## src/rtl/drop_pkg.sv

```systemverilog
// Shared types and constants for the drop timer source block.
package drop_pkg;

   typedef enum logic [1:0] {
      IDLE,
      ARMED,
      COUNT,
      RELEASE
   } state_t;

   localparam int DATA_WIDTH_DEF = 2 * 8;

   localparam logic [DATA_WIDTH_DEF-1:0] T_SAT = '1;

endpackage

```

## src/rtl/drop_prescaler.sv

```systemverilog
// Clock prescaler: counts 0..PRESCALE-1 while enabled.
// The tick marks the last count, the cycle on which the counter wraps.
module drop_prescaler #(
   parameter int PRESCALE = 1000
) (
   input  logic clk,
   input  logic rst_n,
   input  logic clr,
   input  logic en,
   output logic tick
);

   localparam int CW = (PRESCALE > 1) ? $clog2(PRESCALE) : 1;
   localparam logic [CW-1:0] LAST = CW'(PRESCALE - 1);

   logic [CW-1:0] cnt;

   assign tick = en & ~clr & (cnt == LAST);

   always_ff @(posedge clk or negedge rst_n) begin
      if (!rst_n) begin
         cnt <= '0;
      end else if (clr) begin
         cnt <= '0;
      end else if (en) begin
         cnt <= (cnt == LAST) ? '0 : cnt + 1'b1;
      end
   end

endmodule

```

## src/rtl/drop_timer_ctrl.sv

```systemverilog
// Drop timer source: latches t_lim, times t_act, then opens a
// fixed-length drop_en window once t_act reaches t_lim.
module drop_timer_ctrl
   import drop_pkg::*;
#(
   parameter int DATA_WIDTH = DATA_WIDTH_DEF,
   parameter int PRESCALE   = 1000,
   parameter int DROP_HOLD  = 8
) (
   input  logic                  clk,
   input  logic                  rst_n,
   input  logic [DATA_WIDTH-1:0] t_lim_in,
   input  logic                  t_lim_valid,
   output logic                  t_lim_ready,
   input  logic                  start,
   input  logic                  abort,
   output logic [DATA_WIDTH-1:0] t_act,
   output logic [DATA_WIDTH-1:0] t_lim,
   output logic                  drop_en,
   output logic                  busy
);

   localparam logic [DATA_WIDTH-1:0] SAT = '1;
   localparam int HW = $clog2(DROP_HOLD + 1);
   localparam logic [HW-1:0] HOLD_LAST = HW'(DROP_HOLD - 1);

   state_t        state;
   logic [HW-1:0] hold_cnt;
   logic          tick;
   logic          take;
   logic          reached;
   logic          pre_clr;
   logic          pre_en;

   assign take    = t_lim_valid & t_lim_ready;
   assign reached = (t_act >= t_lim);
   assign pre_en  = (state == COUNT);
   assign pre_clr = abort
                  | ((state == ARMED) & start)
                  | ((state == COUNT) & reached);

   drop_prescaler #(
      .PRESCALE(PRESCALE)
   ) u_pre (
      .clk  (clk),
      .rst_n(rst_n),
      .clr  (pre_clr),
      .en   (pre_en),
      .tick (tick)
   );

   // t_lim_ready and busy are registered alongside every state change
   always_ff @(posedge clk or negedge rst_n) begin
      if (!rst_n) begin
         state       <= IDLE;
         t_act       <= '0;
         t_lim       <= '0;
         drop_en     <= 1'b0;
         busy        <= 1'b0;
         t_lim_ready <= 1'b1;
         hold_cnt    <= '0;
      end else if (abort) begin
         state       <= IDLE;
         t_act       <= '0;
         drop_en     <= 1'b0;
         busy        <= 1'b0;
         t_lim_ready <= 1'b1;
         hold_cnt    <= '0;
      end else begin
         unique case (state)
            IDLE: begin
               if (take) begin
                  t_lim <= t_lim_in;
                  state <= ARMED;
               end
            end
            ARMED: begin
               if (take) begin
                  t_lim <= t_lim_in;
               end
               if (start) begin
                  state       <= COUNT;
                  t_act       <= '0;
                  busy        <= 1'b1;
                  t_lim_ready <= 1'b0;
               end
            end
            COUNT: begin
               if (reached) begin
                  state    <= RELEASE;
                  drop_en  <= 1'b1;
                  hold_cnt <= '0;
               end else if (tick && (t_act != SAT)) begin
                  t_act <= t_act + 1'b1;
               end
            end
            RELEASE: begin
               if (hold_cnt == HOLD_LAST) begin
                  state       <= IDLE;
                  drop_en     <= 1'b0;
                  busy        <= 1'b0;
                  t_lim_ready <= 1'b1;
               end else begin
                  hold_cnt <= hold_cnt + 1'b1;
               end
            end
            default: begin
               state <= IDLE;
            end
         endcase
      end
   end

endmodule

```

## config.mk

```make
export PLATFORM = sky130hd
export DESIGN_NAME = drop_timer_ctrl
export DESIGN_NICKNAME = d
export VERILOG_FILES = /design/src/rtl/drop_pkg.sv /design/src/rtl/drop_prescaler.sv /design/src/rtl/drop_timer_ctrl.sv
export SDC_FILE = /design/constraint.sdc
export NUM_CORES = 1
export LEC_CHECK = 0
export BUFFER_PORTS_ARGS = -buffer_cell sky130_fd_sc_hd__buf_2
export CAP_MARGIN = 0
export CORE_MARGIN = 2
export CORE_UTILIZATION = 40
export DETAILED_ROUTE_END_ITERATION = 12
export PLACE_DENSITY = 0.68
export SLEW_MARGIN = 15
export SYNTH_ARGS = -nofsm -noshare
export SYNTH_HDL_FRONTEND = slang
export SYNTH_SLANG_ARGS = --single-unit
export TNS_END_PERCENT = 20
```

## constraint.sdc

```tcl
create_clock -name clk -period 2.8 [get_ports clk]
set_clock_uncertainty 0.2 [all_clocks]
set_input_delay 0.14 -clock clk [delete_from_list [all_inputs] [get_ports clk]]
set_output_delay 0.14 -clock clk [all_outputs]
set_load 0.02 [all_outputs]
```

=== Word level (Yosys, flattened, before mapping) ===
Index checks and enable logic that the tools add are counted.

* Register bits after elaboration: 51
* Input port bits: 21
* Word-level logic and storage cells: 76

* Add/subtract/negate cells: 3
* Order comparisons: 1
* Equality and inequality tests: 13
* Multiplexer cells: 29
* Bitwise operators: 9
* Reduce and logical (&&, ||, !) cells: 13

{| class="wikitable"
|+ Operators with widths
! kind !! count
|-
| $mux 16 || 4
|-
| $pmux 16 s2 || 1
|-
| $mux 10 || 3
|-
| $ne 3x3->1 const B || 7
|-
| $add 16x1->16 const B || 1
|-
| $ge 16x16->1 || 1
|-
| $ne 16x16->1 const B || 1
|-
| $mux 4 || 3
|-
| $reduce_and 3->1 || 4
|-
| $add 10x1->10 const B || 1
|-
| $eq 10x10->1 const B || 1
|-
| $mux 2 || 5
|-
| $reduce_bool 3->1 || 3
|-
| $mux 1 || 8
|-
| $pmux 2 s4 || 1
|-
| $pmux 4 s2 || 1
|-
| $reduce_and 4->1 || 2
|-
| $pmux 1 s2 || 3
|-
| $and 1x1->1 || 5
|-
| $add 4x1->4 const B || 1
|-
| $eq 2x2->1 const B || 2
|-
| $eq 4x3->1 const B || 1
|-
| $eq 2x1->1 const B || 1
|-
| $logic_not 2->1 || 1
|-
| 5 further kinds || 7
|}

=== Depth between registers and ports, before layout ===
Gate-level depths: netlist of run 1.

* Depth in word-level cells: 12
* Mapped depth: 9
* Mapped depth without buffers: 8

=== Cells and area by module ===
From an unflattened synthesis of run 1, not the netlist that was laid out.

* Cell total of the unflattened synthesis: 360
* Area, all modules: 3,276.9 µm²

{| class="wikitable"
|+ By module, submodules not included
! module !! times used !! cells each !! area each (µm²) !! sequential area each (µm²)
|-
| drop_timer_ctrl || 1 || 301 || 2,703.8 || 1,027.2
|-
| drop_prescaler || 1 || 59 || 573.0 || 250.2
|}

=== Worst setup path after synthesis of run 1 ===
Ideal clock, no wire load.

* Path type: reg2reg
* From: register t_act[1]
* To: register t_act[12]
* Library setup time: 0.126 ns
* Arrival time: 2.324 ns
* Required time: 2.474 ns
* Path slack: 0.150 ns
* Stages on the path, launching flop included: 9
* Path buffers: 1
* Path through: dfrtp_1 -> ha_1 -> nor2b_1 -> o211a_1 -> o311ai_2 -> and4_4 -> a21boi_1 -> buf_2 -> a221o_1

* Longest elaborated chain between the ends: 9
* Elaborated cells between the ends (all ways): 16

{| class="wikitable"
|+ Ends and longest elaborated chain
! what !! line !! source
|-
| start, declared || drop_timer_ctrl.sv:17 || <nowiki>output logic [DATA_WIDTH-1:0] t_act,</nowiki>
|-
| start signal, assigned || drop_timer_ctrl.sv:94 || <nowiki>t_act <= t_act + 1'b1;</nowiki>
|-
| $ge 16x16->1 || drop_timer_ctrl.sv:36 || <nowiki>assign reached = (t_act >= t_lim);</nowiki>
|-
| $and 1x1->1 || drop_timer_ctrl.sv:40 || <nowiki>| ((state == COUNT) & reached);</nowiki>
|-
| $or 1x1->1 || drop_timer_ctrl.sv:40 ||
|-
| $not 1->1 || drop_prescaler.sv:18 || <nowiki>assign tick = en & ~clr & (cnt == LAST);</nowiki>
|-
| $and 1x1->1 (2 in a row) || drop_prescaler.sv:18 ||
|-
| $logic_and 1x1->1 || drop_timer_ctrl.sv:93 || <nowiki>end else if (tick && (t_act != SAT)) begin</nowiki>
|-
| $ne 3x3->1 (no source line) || n/a ||
|-
| $reduce_and 4->1 (no source line) || n/a ||
|}

Several ways; a longest one is shown, not always the timed one. The select of a mux whose other input is x is not followed.
A chain may end at the register's enable or synchronous reset.

=== Worst setup path in the final report of run 1 ===
* From: register t_act[1]
* To: register u_pre.cnt[6]

* Longest elaborated chain between the ends: 4
* Elaborated cells between the ends (all ways): 5

{| class="wikitable"
|+ Ends and longest elaborated chain
! what !! line !! source
|-
| $ge 16x16->1 * || drop_timer_ctrl.sv:36 ||
|-
| $and 1x1->1 * || drop_timer_ctrl.sv:40 ||
|-
| $or 1x1->1 * || drop_timer_ctrl.sv:40 ||
|-
| $mux 10 or $reduce_bool 2->1 (tied branches) || n/a ||
|-
| end signal, assigned || drop_prescaler.sv:26 || <nowiki>cnt <= (cnt == LAST) ? '0 : cnt + 1'b1;</nowiki>
|-
| end, declared || drop_prescaler.sv:16 || <nowiki>logic [CW-1:0] cnt;</nowiki>
|}

Every way passes the cells marked *; elsewhere a longest branch is shown, timed or not.

==> results of run 1 <==
[cell usage in the layout, fill, tap and decap left out, types with 3 or more instances in the layout]
cell type and instances:
clkbuf_8 5, or3_1 3, o31ai_1 3, a21o_1 4, buf_2 55, nor3_1 7
mux2i_1 3, and2_1 3, nor4_1 3, nand4b_1 4, a21oi_1 11, buf_4 19
a31oi_1 6, nor2_1 20, inv_1 28, and3_1 10, dlygate4sd3_1 18, dfrtp_1 50
o41ai_1 4, nand3_1 19, nand4_1 5, o21ai_0 23, ha_1 24, nand2_1 46
a221o_1 9
[stage by stage]
stage	std cells	utilization [%]	area (µm²)
finish	535	51.58	3965
global route	535	51.58	3965
CTS	534	51.32	3945
detailed placement	508	47.43	3646
global placement	508	47.43	3646
floorplan	346	-	3171
[final cells by class]
class	count	area share [%]
Multi-Input combinational cell	253	43.48
Tap cell	102	3.219
Clock buffer	5	1.736
Inverter	28	2.651
Clock inverter	3	1.104
Sequential cell	51	32.22
Timing Repair Buffer	93	15.59
[cells by family after synthesis]
logic type,count (synthesis),synth area share (%)
AOI/OAI and AO/OA,84,19.30
xor gates and xnor gates,1,0.2763
adders and majority gates,24,9.471
buffers and inverters,42,6.077
DFF,51,40.29
muxes,5,1.657
and+or+nand+nor,139,22.93
[state kept, by name, indices dropped and copies added, names as in the netlist]
signal       flops
t_lim_ready      1
busy             1
drop_en          1
state            2
u_pre.cnt       10
hold_cnt         4
t_act           16
t_lim           16
[worst register-to-register path: stages (launching register included)]
cell and delay, ns:
dfrtp_1 0.41, ha_1 0.31, nor2b_1 0.14, o211a_1 0.21, o311ai_2 0.36, nand4_1 0.23
buf_12 0.22, o41ai_1 0.36, o31a_1 0.19
[power groups by stage]
stage               sequential (mW)  combinational [mW]  clock (mW)
finish                        0.970                1.01       0.528
global route                  0.990                1.13       0.566
CTS                           0.968                1.00       0.543
detailed placement            0.983               0.969           0
global placement              0.977               0.937           0
floorplan                      1.12               0.506           0
[final timing paths]
| kind | slack, ns | from | cells past startpoint | endpoint |
|---|---|---|---|---|
| hold reg to reg | 0.33 | hold_cnt[3]$_DFFE_PN0P_ | 1 | hold_cnt[3]$_DFFE_PN0P_ |
| min in group clk | 0.14 | start | 5 | busy$_DFFE_PN0P_ |
| hold / removal | 0.13 | rst_n | 2 | t_lim[12]$_DFFE_PN0P_ |
| setup reg to reg | 0.10 | t_act[1]$_DFFE_PN0P_ | 8 | u_pre.cnt[6]$_DFFE_PN0P_ |
| setup / recovery | 0.10 | t_act[1]$_DFFE_PN0P_ | 8 | u_pre.cnt[6]$_DFFE_PN0P_ |
| max in group asynchronous | 1.44 | rst_n | 3 | t_lim_ready$_DFFE_PN1P_ |
[metal layers]
layer,global-route usage (%),vias to the layer above,share of wire (%),wire length (µm)
met5,0,-,0,0
met4,6.250,0,0.70,57
met3,3.626,7,4.6,379
met2,33.70,83,49,4027
met1,24.55,1447,45,3702
li1,-,1440,-,-
[what timing repair did]
| item | 4_1_cts | 5_1_grt |
|---|---|---|
| hold endpoints to repair | 43 | 0 |
| pin swaps | 0 | 2 |
| gates resized for setup | 2 | 2 |
| hold buffers | 18 | 0 |
| buffers inserted | 0 | 1 |
| setup endpoints to repair | 17 | 25 |
==> reports/metrics.csv, run 1 <==
stage,metric,value,unit
status,outcome,"complete, no violations",
power,clkPwrFrac,21.0,%
logic_synthesis,synth_warnings,0,
logic_synthesis,synth_area_leaders,"dfrtp_1, ha_1, nand2_1, o21ai_0, inv_1",
cells_and_area,multiInputGateArea,0.001724,mm²
logic_synthesis,synth-edff-count,0,
die,num_rows,32,
place,hpwl,5820,µm
logic_synthesis,yosysMostFrequentCell,dfrtp_1,
logic_synthesis,ys_async_sr_fraction,100.0,%
worst_setup_path,endpoint_kind,register,
worst_setup_path,arrival,2.75,ns
sta,rsz0062_at_grt,yes,
power,power,2.512,mW
place,place.gp.congestion,0.7966,
global_routing,gr-total-overflow,0,
logic_synthesis,synth_cell_types,60,
sta,slew_headroom,53.40,%
drt,viasPerCell,5.564,
clock_network,clock_latency,0.32,ns
hold_path,hold_class,primary input to asynchronous set/reset pin,
worst_setup_path,cpPeakStageDelay,0.41,ns
global_routing,grtUsageTotal,19.45,%
worst_setup_path,crit_family,compound AO/OA/AOI/OAI gates,
clock_network,htree_levels,2,
logic_synthesis,ys_seq_elements,51,
clock_network,root_buffer,clkbuf_8,
clock_network,clockBufferDepth,2,
global_routing,grt_pass1_vias,2916,
drt,drtIter0Drc,129,
power,sw_frac_of_total,40.15,%
drt,post_drt_wl_per_cell,15.26,µm
global_routing,grt_pass1_wl,13640,µm
clock_network,path_clk_slew,0.10,ns
power,p_int,1.504,mW
worst_setup_path,path_cells,"ha_1, nor2b_1, o211a_1, o311ai_2, nand4_1, buf_12, o41ai_1, o31a_1",
power,combPwrFrac,40.4,%
place,post-place-ws,-0.06853,ns
cells_and_area,drive_above_1_share,24.02,%
sta,tightest_slew,0.6936,ns
sta,timing.final.ws_setup,0.1002,ns
sta,fin_crit,2.700,ns
worst_setup_path,worstPathBufferInverterCount,1,
die,pin_count,56,
sta,finalHoldViolations,0,
power,leakagePower,1.919,nW
worst_setup_path,slowest_stage,dfrtp_1,
logic_synthesis,synth_nets,391,
power,pwr-share-seq,38.6,%
sta,clock.fmax,370.4,MHz
power,peakVddDrop,0.2209,mV
power,p_per_area,633.6,mW/mm²
worst_setup_path,critPathKind,register to register,
run,cap_violations,0,
cells_and_area,regArea,0.001277,mm²
cells_and_area,antenna-diode-count,0,
clock_network,cts_num_sinks,51,
drt,ant_nets,0,
logic_synthesis,synth_top_area_share,39.46,%
cells_and_area,syn_to_final_growth,25.06,%
clock_network,cts_tree,yes,
global_routing,grt_max_degree,32,
logic_synthesis,avgSynthCellArea,9.163,µm²
die,start_util,41.24,%
logic_synthesis,ys.flop_type,dfrtp_1,
cells_and_area,n_fill_cell,702,
logic_synthesis,synth_area_leader_cell,dfrtp_1,
drt,routed_wl,8166,µm
die,dieWidth,93.03,µm
global_routing,antenna_found_initial,0,
logic_synthesis,synthCells,346,
worst_setup_path,cp_max_fo,21,
sta,finalSetupViolCount,0,
clock_network,cts_inserted_buffers,5,
logic_synthesis,synth_commonest_cells,"dfrtp_1, nand2_1, inv_1, ha_1, o21ai_0",
die,die_h,93.03,µm
cells_and_area,nNetsFinal,477,
drt,drc_errors,0,
logic_synthesis,syn_area,0.003171,mm²
worst_setup_path,start_kind,register,
die,core,0.007687,mm²
sta,fin_crit_sh,96.42,%
logic_synthesis,seq_area_frac_synth,40.29,%
drt,vias,2977,
power,p_switching,1.009,mW
drt,firstDrtPassIters,4,
sta,fin_setup_tns,0,ns
sta,drv_slew,0,
place,port_buffers,55,
worst_setup_path,critPathRequiredTime,2.85,ns
die,die_area,0.008655,mm²
sta,holdWs,0.1271,ns
Note: power is estimated with default switching activity, not from simulation.
==> inputs of run 2 (changes only) <==
--- a/config.mk
+++ b/config.mk
@@ -5,6 +5,7 @@
 export SDC_FILE = /design/constraint.sdc
 export NUM_CORES = 1
 export LEC_CHECK = 0
+export ABC_AREA = 1
 export BUFFER_PORTS_ARGS = -buffer_cell sky130_fd_sc_hd__buf_2
 export CAP_MARGIN = 0
 export CORE_MARGIN = 2
==> constraint.sdc (replaced) <==
create_clock -name clk -period 3.25 [get_ports clk]
set_clock_uncertainty 0.2 [all_clocks]
set_input_delay 0 -clock clk [delete_from_list [all_inputs] [get_ports clk]]
set_output_delay 0 -clock clk [all_outputs]
set_load 0.02 [all_outputs]
==> run 2 against run 1 <==
Area after synthesis is 0.20% lower; first-iteration DRC count increased by 74%; final cell count is 11% higher; sequential power down 12%; synthesized cell count rose by 20%; die area down 0.19%; core utilization fell by 2.0 points; sequential share of layout area rose by 1.3 points; combinational power shrank 18%; non-clock buffer count decreased by 17; flip-flop and latch count did not move; clock-buffer cell count rose by 2; highest routed layer unchanged.
==> reports/metrics.csv, run 2 <==
stage,metric,value,unit,change
status,outcome,"complete, no violations",,
cells_and_area,nNetsFinal,535,,+12%
logic_synthesis,synth_area_leader_cell,dfrtp_1,,
sta,finalHoldViolations,0,,unchanged
drt,post_drt_wl_per_cell,12.51,µm,-18%
drt,drtIter0Drc,225,,+74%
sta,fin_crit,2.420,ns,-0.2798 ns
cells_and_area,mostFrequentLayoutCells,"nand2_1, inv_1, buf_2",,
cells_and_area,n_fill_cell,776,,+11%
place,place.gp.congestion,0.8366,,+5.0%
logic_synthesis,synthCells,416,,+20%
clock_network,root_buffer,clkbuf_8,,
logic_synthesis,seq_area_frac_synth,40.37,%,+0.080 points
clock_network,clockBufferDepth,2,,unchanged
clock_network,path_clk_slew,0.09,ns,about the same
logic_synthesis,ys.flop_type,dfrtp_1,,
global_routing,grt_pass1_wl,12300,µm,-9.9%
sta,finalSetupViolCount,0,,unchanged
hold_path,hold_end,u_pre.cnt[8]$_DFFE_PN0P_,,
logic_synthesis,synth-edff-count,0,,unchanged
logic_synthesis,synth_top_area_share,39.54,%,+0.078 points
cells_and_area,antenna-diode-count,0,,unchanged
logic_synthesis,ys_seq_elements,51,,unchanged
global_routing,antenna_found_initial,0,,unchanged
clock_network,cts_num_sinks,51,,unchanged
die,die_area,0.008638,mm²,-0.19%
logic_synthesis,ys_async_sr_fraction,100.0,%,unchanged
place,placed_cells,565,,+11%
hold_path,hold_path_startpoint,start,,
hold_path,hold_class,primary input to register,,
sta,drv_slew,0,,unchanged
die,core,0.007687,mm²,unchanged
sta,slew_headroom,37.09,%,-16 points
worst_setup_path,endpoint_kind,register,,
worst_setup_path,r2r_start,state[0]$_DFFE_PN0P_,,
worst_setup_path,ff2ff_path_depth,7,,-1
drt,viasPerCell,4.875,,-12%
global_routing,grt_max_degree,32,,unchanged
cells_and_area,syn_to_final_growth,20.36,%,
logic_synthesis,synth_warnings,0,,unchanged
sta,fin_crit_sh,74.46,%,-22 points
cells_and_area,final_cells,593,,+11%
place,hpwl,5441,µm,-6.5%
logic_synthesis,avgSynthCellArea,7.606,µm²,-17%
cells_and_area,utilization,49.54,%,-2.0 points
worst_setup_path,start_kind,register,,
power,leakagePower,1.979,nW,+3.1%
run,cap_violations,0,,unchanged
worst_setup_path,critPathRequiredTime,3.29,ns,+0.44 ns
die,num_rows,32,,unchanged
worst_setup_path,worstPathBufferInverterCount,2,,+1
die,die_h,92.94,µm,about the same
cells_and_area,drive_above_1_share,15.07,%,-8.9 points
worst_setup_path,crit_top_cell,nand2_1,,
die,dieWidth,92.94,µm,about the same
clock_network,post_cts_resized,0,,-2
drt,ant_nets,0,,unchanged
global_routing,grt_pass1_vias,2710,,-7.1%
logic_synthesis,synth_area_leaders,"dfrtp_1, nand2_1, ha_1, inv_1, nand3_1",,
worst_setup_path,cp_max_fo,17,,-19%
power,peakVddDrop,0.3142,mV,+42%
global_routing,gr-total-overflow,0,,unchanged
clock_network,cts_inserted_buffers,5,,unchanged
drt,drc_errors,0,,unchanged
logic_synthesis,synth_commonest_cells,"nand2_1, inv_1, dfrtp_1, nor2_1, nand3_1",,
die,start_util,41.16,%,-0.081 points
die,pin_count,56,,unchanged
logic_synthesis,synth_cell_types,32,,-47%
logic_synthesis,yosysMostFrequentCell,nand2_1,,
clock_network,clock_latency,0.30,ns,-0.02 ns
cells_and_area,top_regs,"t_act: 16 flops, t_lim: 16 flops, u_pre.cnt: 10 flops",,
clock_network,cts_tree,yes,,
worst_setup_path,crit_family,buffers and inverters,,
drt,firstDrtPassIters,4,,unchanged
power,p_per_area,534.9,mW/mm²,-16%
drt,routed_wl,7418,µm,-9.2%
clock_network,htree_levels,2,,unchanged
logic_synthesis,synth_nets,461,,+18%
sta,rsz0062_at_grt,no,,
sta,clock.fmax,413.2,MHz,+12%
worst_setup_path,cpPeakStageDelay,0.50,ns,+0.09 ns
worst_setup_path,critPathKind,register to register,,
worst_setup_path,arrival,2.46,ns,-0.29 ns
worst_setup_path,r2r-end,t_act[3]$_DFFE_PN0P_,,
worst_setup_path,slowest_stage,clkinv_1,,
cells_and_area,final_common_cell,nand2_1,,
clock_network,postCtsSetupBuffers,0,,unchanged
place,port_buffers,55,,unchanged
drt,vias,2891,,-2.9%
sta,tightest_slew,0.9414,ns,+0.2478 ns
logic_synthesis,syn_area,0.003164,mm²,-0.20%
worst_setup_path,reg2reg_slack,0.83,ns,+0.73 ns
hold_path,min_path_cells,6,,
worst_setup_path,path_cells,"inv_1, ha_1, o31ai_1, clkinv_1, nand2_4, nand2_1, nand2_1",,
sta,fin_setup_tns,0,ns,unchanged
global_routing,grtUsageTotal,17.42,%,-2.0 points
run 2: cell count changes in the layout (fill, tap and decap cells not counted), moves of 9 or more:
| cell | before | now |
|---|---|---|
| a21oi_1 | 11 | 24 |
| xor2_1 | 0 | 11 |
| o21ai_0 | 23 | 14 |
| and3_1 | 10 | 0 |
| inv_1 | 28 | 57 |
| nand3_1 | 19 | 40 |
| buf_4 | 19 | 1 |
| a221o_1 | 9 | 0 |
| nand2_1 | 46 | 89 |
| nor2_1 | 20 | 50 |
run 2: worst max-delay path by stage:
stage	startpoint	to	slack, ns	cells past startpoint
detailed placement	state[0]$_DFFE_PN0P_	t_act[2]$_DFFE_PN0P_	0.85	7
finish	state[0]$_DFFE_PN0P_	t_act[3]$_DFFE_PN0P_	0.83	7
global placement	t_act[5]$_DFFE_PN0P_	t_act[5]$_DFFE_PN0P_	0.93	15
global route	t_act[0]$_DFFE_PN0P_	t_act[7]$_DFFE_PN0P_	0.59	13
CTS	state[0]$_DFFE_PN0P_	t_act[2]$_DFFE_PN0P_	0.82	7
floorplan	t_act[0]$_DFFE_PN0P_	t_act[11]$_DFFE_PN0P_	1.04	13
run 2: cells by family (layout without fill, tap and decap cells):
logic type,Yosys count,count (layout),synth area share [%]
buf+inv,70,145,8.738
fa+ha+maj,24,24,9.490
compound gates,52,52,8.818
xor+xnor,15,15,4.152
mux,1,1,0.3558
simple gates,203,203,28.07
flops,51,51,40.37
run 2: power by group:
group | total, mW | switching, mW | internal (mW)
logic | 0.826 | 0.556 | 0.270
registers | 0.851 | 0.0837 | 0.767
clock network | 0.360 | 0.209 | 0.152
run 2: per-stage QoR:
stage | total power [mW] | cell area [µm²] | setup WS (ns) | hold slack [ns]
after floorplan | 1.434 | 3164 | 1.035 | -0.4956
after global placement | 1.654 | 3527 | 0.9344 | -0.2172
after detailed placement | 1.681 | 3527 | 0.8457 | -0.2153
after CTS | 2.065 | 3809 | 0.8163 | 0.008992
after global routing | 2.193 | 3809 | 0.5933 | 0.06847
final | 2.037 | 3809 | 0.8300 | 0.01974
run 2: worst register-to-register path, cell delays in order (launching register included):
cell	delay, ns
dfrtp_1	0.41
inv_1	0.10
ha_1	0.31
o31ai_1	0.31
clkinv_1	0.50
nand2_4	0.38
nand2_1	0.08
nand2_1	0.07
run 2: cell type report:
| type | count | area, µm² | share of cell area (%) |
|---|---|---|---|
| multi-input cells | 295 | 1610 | 42.28 |
| flip-flops and latches | 51 | 1277 | 33.54 |
| repair buffers | 76 | 483.0 | 12.68 |
| inverters | 61 | 229.0 | 6.012 |
| well taps | 102 | 127.6 | 3.351 |
| clock buffers | 7 | 76.32 | 2.004 |
| clock inverters | 1 | 5.005 | 0.1314 |
run 2: layer usage:
layer	vias up	global-route usage (%)	part of all wire (%)
met2	61	29.89	48
met5	-	0	0
met4	0	3.922	1.6
met3	12	3.011	3.9
met1	1334	22.97	46
li1	1484	-	-
run 2: repair_timing:
item                       CTS  global route
hold buffers                20             0
setup endpoints to repair    0             0
hold endpoints to repair    71             0
